$ cat src/rtl/memory_arbiter_pkg.sv
// Shared definitions for the instruction/data memory arbiter: FSM states,
// grant encoding and the round-robin winner selection helper.
package memory_arbiter_pkg;

    typedef enum logic [1:0] {
        IDLE   = 2'd0,
        ACCESS = 2'd1,
        RESP   = 2'd2
    } arb_state_e;

    typedef enum logic {
        GRANT_I = 1'b0,
        GRANT_D = 1'b1
    } grant_e;

    // A lone requester wins; under contention the port not granted last wins.
    function automatic grant_e pick_winner(input logic ireq, input logic dreq, input grant_e last);
        grant_e win;
        if (ireq && dreq) begin
            win = (last == GRANT_D) ? GRANT_I : GRANT_D;
        end else if (ireq) begin
            win = GRANT_I;
        end else begin
            win = GRANT_D;
        end
        return win;
    endfunction

endpackage

$ cat src/rtl/memory_arbiter_sat_counter.sv
// Saturating up-counter: increments on i_Inc and sticks at all-ones.
module sat_counter #(
    parameter int WIDTH = 16
) (
    input  logic             i_Clock,
    input  logic             i_Reset,
    input  logic             i_Inc,
    output logic [WIDTH-1:0] o_Count
);

    logic [WIDTH-1:0] count_d;
    logic [WIDTH-1:0] count_q;

    // Next count: step by one unless already saturated.
    always_comb begin
        count_d = count_q;
        if (i_Inc && (count_q != {WIDTH{1'b1}})) begin
            count_d = count_q + WIDTH'(1);
        end else begin
            count_d = count_q;
        end
    end

    // Count register, cleared asynchronously.
    always_ff @(posedge i_Clock or negedge i_Reset) begin
        if (!i_Reset) begin
            count_q <= {WIDTH{1'b0}};
        end else begin
            count_q <= count_d;
        end
    end

    assign o_Count = count_q;

endmodule

$ cat src/rtl/memory_arbiter.sv
// Two-port (fetch/data) arbiter onto a single shared memory with a fixed
// three-cycle IDLE -> ACCESS -> RESP transaction and a contention counter.
module memory_arbiter
    import memory_arbiter_pkg::*;
#(
    parameter int ADDR_WIDTH  = 32,
    parameter int DATA_WIDTH  = 32,
    parameter int COUNT_WIDTH = 16
) (
    input  logic                   i_Clock,
    input  logic                   i_Reset,
    input  logic                   i_IReq,
    input  logic [ADDR_WIDTH-1:0]  i_IAddr,
    output logic                   o_IAck,
    output logic [DATA_WIDTH-1:0]  o_IRdData,
    input  logic                   i_DReq,
    input  logic                   i_DWrite,
    input  logic [ADDR_WIDTH-1:0]  i_DAddr,
    input  logic [DATA_WIDTH-1:0]  i_DWrData,
    output logic                   o_DAck,
    output logic [DATA_WIDTH-1:0]  o_DRdData,
    output logic                   o_MemReadEnable,
    output logic                   o_MemWriteEnable,
    output logic [ADDR_WIDTH-1:0]  o_MemAddr,
    output logic [DATA_WIDTH-1:0]  o_MemWrData,
    input  logic [DATA_WIDTH-1:0]  i_MemRdData,
    output logic [COUNT_WIDTH-1:0] o_ConflictCount
);

    arb_state_e             state_d, state_q;
    grant_e                 last_grant_d, last_grant_q;
    grant_e                 winner_d, winner_q;
    grant_e                 grant_s;
    logic                   wr_d, wr_q;
    logic                   mem_re_d, mem_re_q;
    logic                   mem_we_d, mem_we_q;
    logic [ADDR_WIDTH-1:0]  mem_addr_d, mem_addr_q;
    logic [DATA_WIDTH-1:0]  mem_wdata_d, mem_wdata_q;
    logic                   iack_d, iack_q;
    logic                   dack_d, dack_q;
    logic                   conflict_s;

    assign grant_s    = pick_winner(i_IReq, i_DReq, last_grant_q);
    assign conflict_s = (state_q == IDLE) && i_IReq && i_DReq;

    // Next-state, grant latching and next values of the registered outputs.
    always_comb begin
        state_d      = state_q;
        last_grant_d = last_grant_q;
        winner_d     = winner_q;
        wr_d         = wr_q;
        mem_re_d     = 1'b0;
        mem_we_d     = 1'b0;
        mem_addr_d   = {ADDR_WIDTH{1'b0}};
        mem_wdata_d  = {DATA_WIDTH{1'b0}};
        iack_d       = 1'b0;
        dack_d       = 1'b0;
        case (state_q)
            IDLE: begin
                if (i_IReq || i_DReq) begin
                    state_d      = ACCESS;
                    last_grant_d = grant_s;
                    winner_d     = grant_s;
                    if (grant_s == GRANT_I) begin
                        wr_d       = 1'b0;
                        mem_re_d   = 1'b1;
                        mem_addr_d = i_IAddr;
                    end else begin
                        wr_d       = i_DWrite;
                        mem_re_d   = !i_DWrite;
                        mem_we_d   = i_DWrite;
                        mem_addr_d = i_DAddr;
                        if (i_DWrite) begin
                            mem_wdata_d = i_DWrData;
                        end else begin
                            mem_wdata_d = {DATA_WIDTH{1'b0}};
                        end
                    end
                end else begin
                    state_d = IDLE;
                end
            end
            ACCESS: begin
                state_d = RESP;
                iack_d  = (winner_q == GRANT_I);
                dack_d  = (winner_q == GRANT_D);
            end
            RESP: begin
                state_d = IDLE;
            end
            default: begin
                state_d = IDLE;
            end
        endcase
    end

    // State, grant history and output registers; reset forces everything idle at once.
    always_ff @(posedge i_Clock or negedge i_Reset) begin
        if (!i_Reset) begin
            state_q      <= IDLE;
            last_grant_q <= GRANT_D;
            winner_q     <= GRANT_I;
            wr_q         <= 1'b0;
            mem_re_q     <= 1'b0;
            mem_we_q     <= 1'b0;
            mem_addr_q   <= {ADDR_WIDTH{1'b0}};
            mem_wdata_q  <= {DATA_WIDTH{1'b0}};
            iack_q       <= 1'b0;
            dack_q       <= 1'b0;
        end else begin
            state_q      <= state_d;
            last_grant_q <= last_grant_d;
            winner_q     <= winner_d;
            wr_q         <= wr_d;
            mem_re_q     <= mem_re_d;
            mem_we_q     <= mem_we_d;
            mem_addr_q   <= mem_addr_d;
            mem_wdata_q  <= mem_wdata_d;
            iack_q       <= iack_d;
            dack_q       <= dack_d;
        end
    end

    // Memory read data arrives during RESP, so it is gated through by the ack flop.
    always_comb begin
        o_IRdData = {DATA_WIDTH{1'b0}};
        o_DRdData = {DATA_WIDTH{1'b0}};
        if (iack_q) begin
            o_IRdData = i_MemRdData;
        end else begin
            o_IRdData = {DATA_WIDTH{1'b0}};
        end
        if (dack_q && !wr_q) begin
            o_DRdData = i_MemRdData;
        end else begin
            o_DRdData = {DATA_WIDTH{1'b0}};
        end
    end

    sat_counter #(
        .WIDTH (COUNT_WIDTH)
    ) u_conflict_cnt (
        .i_Clock (i_Clock),
        .i_Reset (i_Reset),
        .i_Inc   (conflict_s),
        .o_Count (o_ConflictCount)
    );

    assign o_IAck           = iack_q;
    assign o_DAck           = dack_q;
    assign o_MemReadEnable  = mem_re_q;
    assign o_MemWriteEnable = mem_we_q;
    assign o_MemAddr        = mem_addr_q;
    assign o_MemWrData      = mem_wdata_q;

endmodule

$ cat config.mk
export PLATFORM = sky130hd
export DESIGN_NAME = memory_arbiter
export DESIGN_NICKNAME = d
export VERILOG_FILES = /design/src/rtl/memory_arbiter_pkg.sv /design/src/rtl/memory_arbiter_sat_counter.sv /design/src/rtl/memory_arbiter.sv
export SDC_FILE = /design/constraint.sdc
export NUM_CORES = 1
export LEC_CHECK = 0
export BUFFER_PORTS_ARGS = -buffer_cell sky130_fd_sc_hd__buf_2
export CAP_MARGIN = 20
export CORE_AREA = 2 2 136 98
export CTS_CLUSTER_DIAMETER = 150
export CTS_CLUSTER_SIZE = 20
export DETAILED_ROUTE_END_ITERATION = 12
export DIE_AREA = 0 0 138 100
export PLACE_DENSITY = 0.72
export REMOVE_ABC_BUFFERS = 1
export SLEW_MARGIN = 20
export SYNTH_ARGS = -nofsm -noshare
export SYNTH_HDL_FRONTEND = slang
export SYNTH_HIERARCHICAL = 1
export SYNTH_SLANG_ARGS = --single-unit
$ cat constraint.sdc
create_clock -name i_Clock -period 2.3 [get_ports i_Clock]
set_input_delay 0.115 -clock i_Clock [delete_from_list [all_inputs] [get_ports i_Clock]]
set_output_delay 0.115 -clock i_Clock [all_outputs]
set_load 0.005 [all_outputs]
==> results.sh <==
export IMPL_status="finished, final reports clean"
export IMPL_nets=822
export IMPL_wire_per_inst_um=15.3
export IMPL_reg2reg_depth=6
export IMPL_die_area_sq_mm=0.0138
export IMPL_p_leak_nw=3.45
export IMPL_coreArea_sq_mm=0.0127
export IMPL_via_count=4056
export IMPL_final_common_cell="buf_2"
export IMPL_crit_chain="nor2_2 -> and3_1 -> nand2_1 -> nor4_2 -> nand4_1 -> xnor2_1"
export IMPL_start_util_pct=32.7
export IMPL_grt_max_degree=66
export IMPL_post_place_ws_ns=0.426
export IMPL_ios=281
export IMPL_synthTopCellsByArea="dfrtp_1 53%, and2_1 15%, nand3b_1 5.8%, a21oi_1 4.3%, o21ai_1 3.9%"
export IMPL_post_route_period_util_pct=82.3
export IMPL_fillers=1194
export IMPL_finalPower_w=0.00513
export IMPL_min_from="i_DWrData[26]"
export IMPL_multiInputGateArea_sq_mm=0.00177
export IMPL_r2r_start="state_q[0]"
export IMPL_root_buffer="clkbuf_16"
export IMPL_gr_total_overflow=0
export IMPL_gp_congestion=0.977
export IMPL_grt_usage_pct=18.8
export IMPL_slew_headroom_pct=35.0
export IMPL_hold_end="o_MemWrData[26]"
export IMPL_avgSynthCellArea_sq_um=10.8
export IMPL_ys_types=44
export IMPL_finalSetupViolCount=0
export IMPL_hpwl_um=9660
export IMPL_fmax_ghz=0.528
export IMPL_path_delay_family="simple AND/OR/NAND/NOR gates"
export IMPL_seqCellArea_sq_mm=0.00223
export IMPL_antenna_left=0
export IMPL_crit_slowest_cell="dfrtp_1"
export IMPL_cp_num_buf_inv=0
export IMPL_drv_slew=0
export IMPL_placed_area_sq_mm=0.00566
export IMPL_numPortBuffers=280
export IMPL_rows=35
export IMPL_synth_warnings=6
export IMPL_syn_inst=385
export IMPL_hold_viol=0
export IMPL_syn_to_final_growth_pct=51.4
export IMPL_antenna_found_initial=1
export IMPL_fin_skew_ns=0.00790
export IMPL_worstReg2RegEnd="u_conflict_cnt/o_Count[14]"
export IMPL_die_x_um=138
export IMPL_required_ns=2.52
export IMPL_setup_worst_path_start_class="flip-flop"
export IMPL_n_antenna_cell=0
export IMPL_synth_top_area_share_pct=53.0
export IMPL_clk_pin_slew_ns=0.07
export IMPL_cts_sinks=89
export IMPL_fin_crit_ns=1.89
export IMPL_yosysSeqAreaShare_pct=53.6
export IMPL_wl_um=13100
export IMPL_fin_tns_setup_ns=0
export IMPL_reg2reg_slack_ns=0.41
export IMPL_synth_edf_count=0
export IMPL_drt_first_iter_violations=148
export IMPL_synth_top_area_cell="dfrtp_1"
export IMPL_first_pass_iters=4
export IMPL_final_cell_area_sq_mm=0.00629
export IMPL_tightest_slew_ns=0.974
export IMPL_numCtsBuffers=9
export IMPL_power_per_cell_area_mw_per_mm2=815
export IMPL_critical_path_max_stage_delay_ns=0.39
export IMPL_cts_max_path_buffers=2
export IMPL_cts_tree="yes"
export IMPL_hold_depth=2
export IMPL_via_per_inst=4.72
export IMPL_grt_setup_unrepaired="no"
export IMPL_layout_drive_gt1_share_pct=46.0
export IMPL_cap_violations=0
export IMPL_ir_drop_mv=0.488
export IMPL_async_flop_share_pct=100
export IMPL_critical_path_max_fanout=5
export IMPL_critical_path_class="flip-flop to flip-flop"
export IMPL_endpoint_kind="flip-flop"
export IMPL_worstSkewPairLatency_ns=0.34
export IMPL_drcViolationCount=0
export IMPL_setup_slack_ns=0.407
export IMPL_syn_area_sq_mm=0.00416
export IMPL_htreeDepth=3
export IMPL_synth_seq_cells=89
export IMPL_min_path_type="input port to flip-flop"
export IMPL_grt_pass1_vias=4030
export IMPL_synthFlopType="dfrtp_1"
export IMPL_critPathArrivalTime_ns=2.11
export IMPL_layout_common_cells="279 x buf_2, 97 x and2_1, 88 x dfrtp_1, 36 x a21oi_1, 33 x dlygate4sd3_1"
export IMPL_grt_pass1_wl_um=20500
export IMPL_die_y_um=100
==> kinds of logic (layout without fill, tap and decap cells) <==
logic type      after synthesis  count (layout)  synth area share, %
fa+ha+maj                     1               1                0.301
mux                           4               4                 1.26
flops                        89              89                 53.6
compound gates               80              80                 10.9
buf+inv                      29             337                 3.91
xor+xnor                      7               7                 1.48
simple gates                175             175                 28.6
==> routing by layer <==
metal  vias up  wire length [um]  GRT usage, %
li1       1919                 -             -
met1      1925              5050          21.1
met2       192              6630          33.3
met3        20              1110          6.44
met4         0               359          7.38
met5         -                 0             0
==> worst max-delay path by stage <==
| stage | start | endpoint | slack [ns] | depth (start not counted) |
|---|---|---|---|---|
| CTS | state_q[0] | u_conflict_cnt/o_Count[14] | 0.42 | 6 |
| detailed placement | state_q[0] | u_conflict_cnt/o_Count[14] | 0.43 | 6 |
| finish | state_q[0] | u_conflict_cnt/o_Count[14] | 0.41 | 6 |
| global route | state_q[0] | u_conflict_cnt/o_Count[14] | 0.29 | 6 |
| global placement | state_q[0] | u_conflict_cnt/o_Count[14] | 0.51 | 6 |
| floorplan | state_q[0] | u_conflict_cnt/o_Count[15] | 0.60 | 6 |
==> timing repair <==
action / CTS / global route
hold buffers: 33 / 0
hold endpoints to repair: 76 / 0
gates resized for setup: 0 / 0
setup buffers: 0 / 0
==> flip-flops by register name, indices dropped and copies added, names as in the netlist <==
signal / flops
o_DAck: 1
o_MemReadEnable: 1
o_MemWrData: 32
last_grant_q: 1
o_MemAddr: 32
wr_q: 1
o_IAck: 1
u_conflict_cnt/o_Count: 16
o_MemWriteEnable: 1
winner_q: 1
state_q: 2
==> synth_stat cells, types with 2 or more instances <==
master / instances
xnor2_1: 5
nand3b_1: 32
buf_2: 6
o21ai_1: 32
mux2_4: 2
dfrtp_1: 88
clkbuf_1: 10
nand3_2: 2
clkbuf_2: 4
nand2_1: 4
nand2b_1: 2
a31oi_1: 2
mux2_2: 2
a21oi_1: 36
nor2b_1: 3
nand3_1: 5
and2_1: 97
inv_1: 2
buf_6: 5
a41oi_1: 2
nand3_4: 2
xor2_1: 2
and4_1: 2
and3_1: 3
nor2_1: 6
o21a_1: 3
nand4_1: 9
==> area by class of cell <==
cell class | instances | area share (%)
Clock buffer | 11 | 3.86
Clock inverter | 5 | 0.616
Inverter | 2 | 0.119
Multi-Input combinational cell | 267 | 28.0
Sequential cell | 89 | 35.4
Tap cell | 166 | 3.30
Timing Repair Buffer | 319 | 28.7
==> power by group <==
group | switching [W] | internal (W)
sequential | 0.000201 | 0.00187
combinational | 0.000857 | 0.000838
clock | 0.000599 | 0.000767
==> metrics by stage <==
stage / instances / hold slack, ns / util, %
final: 859 / 0.0131 / 49.6
after floorplan: 358 / -0.181 / -
after global routing: 859 / 0.00905 / 49.6
after CTS: 858 / 0.00357 / 49.4
after global placement: 809 / 0.164 / 44.6
after detailed placement: 809 / 0.166 / 44.6
No activity file was read; power rests on OpenSTA's default activity.
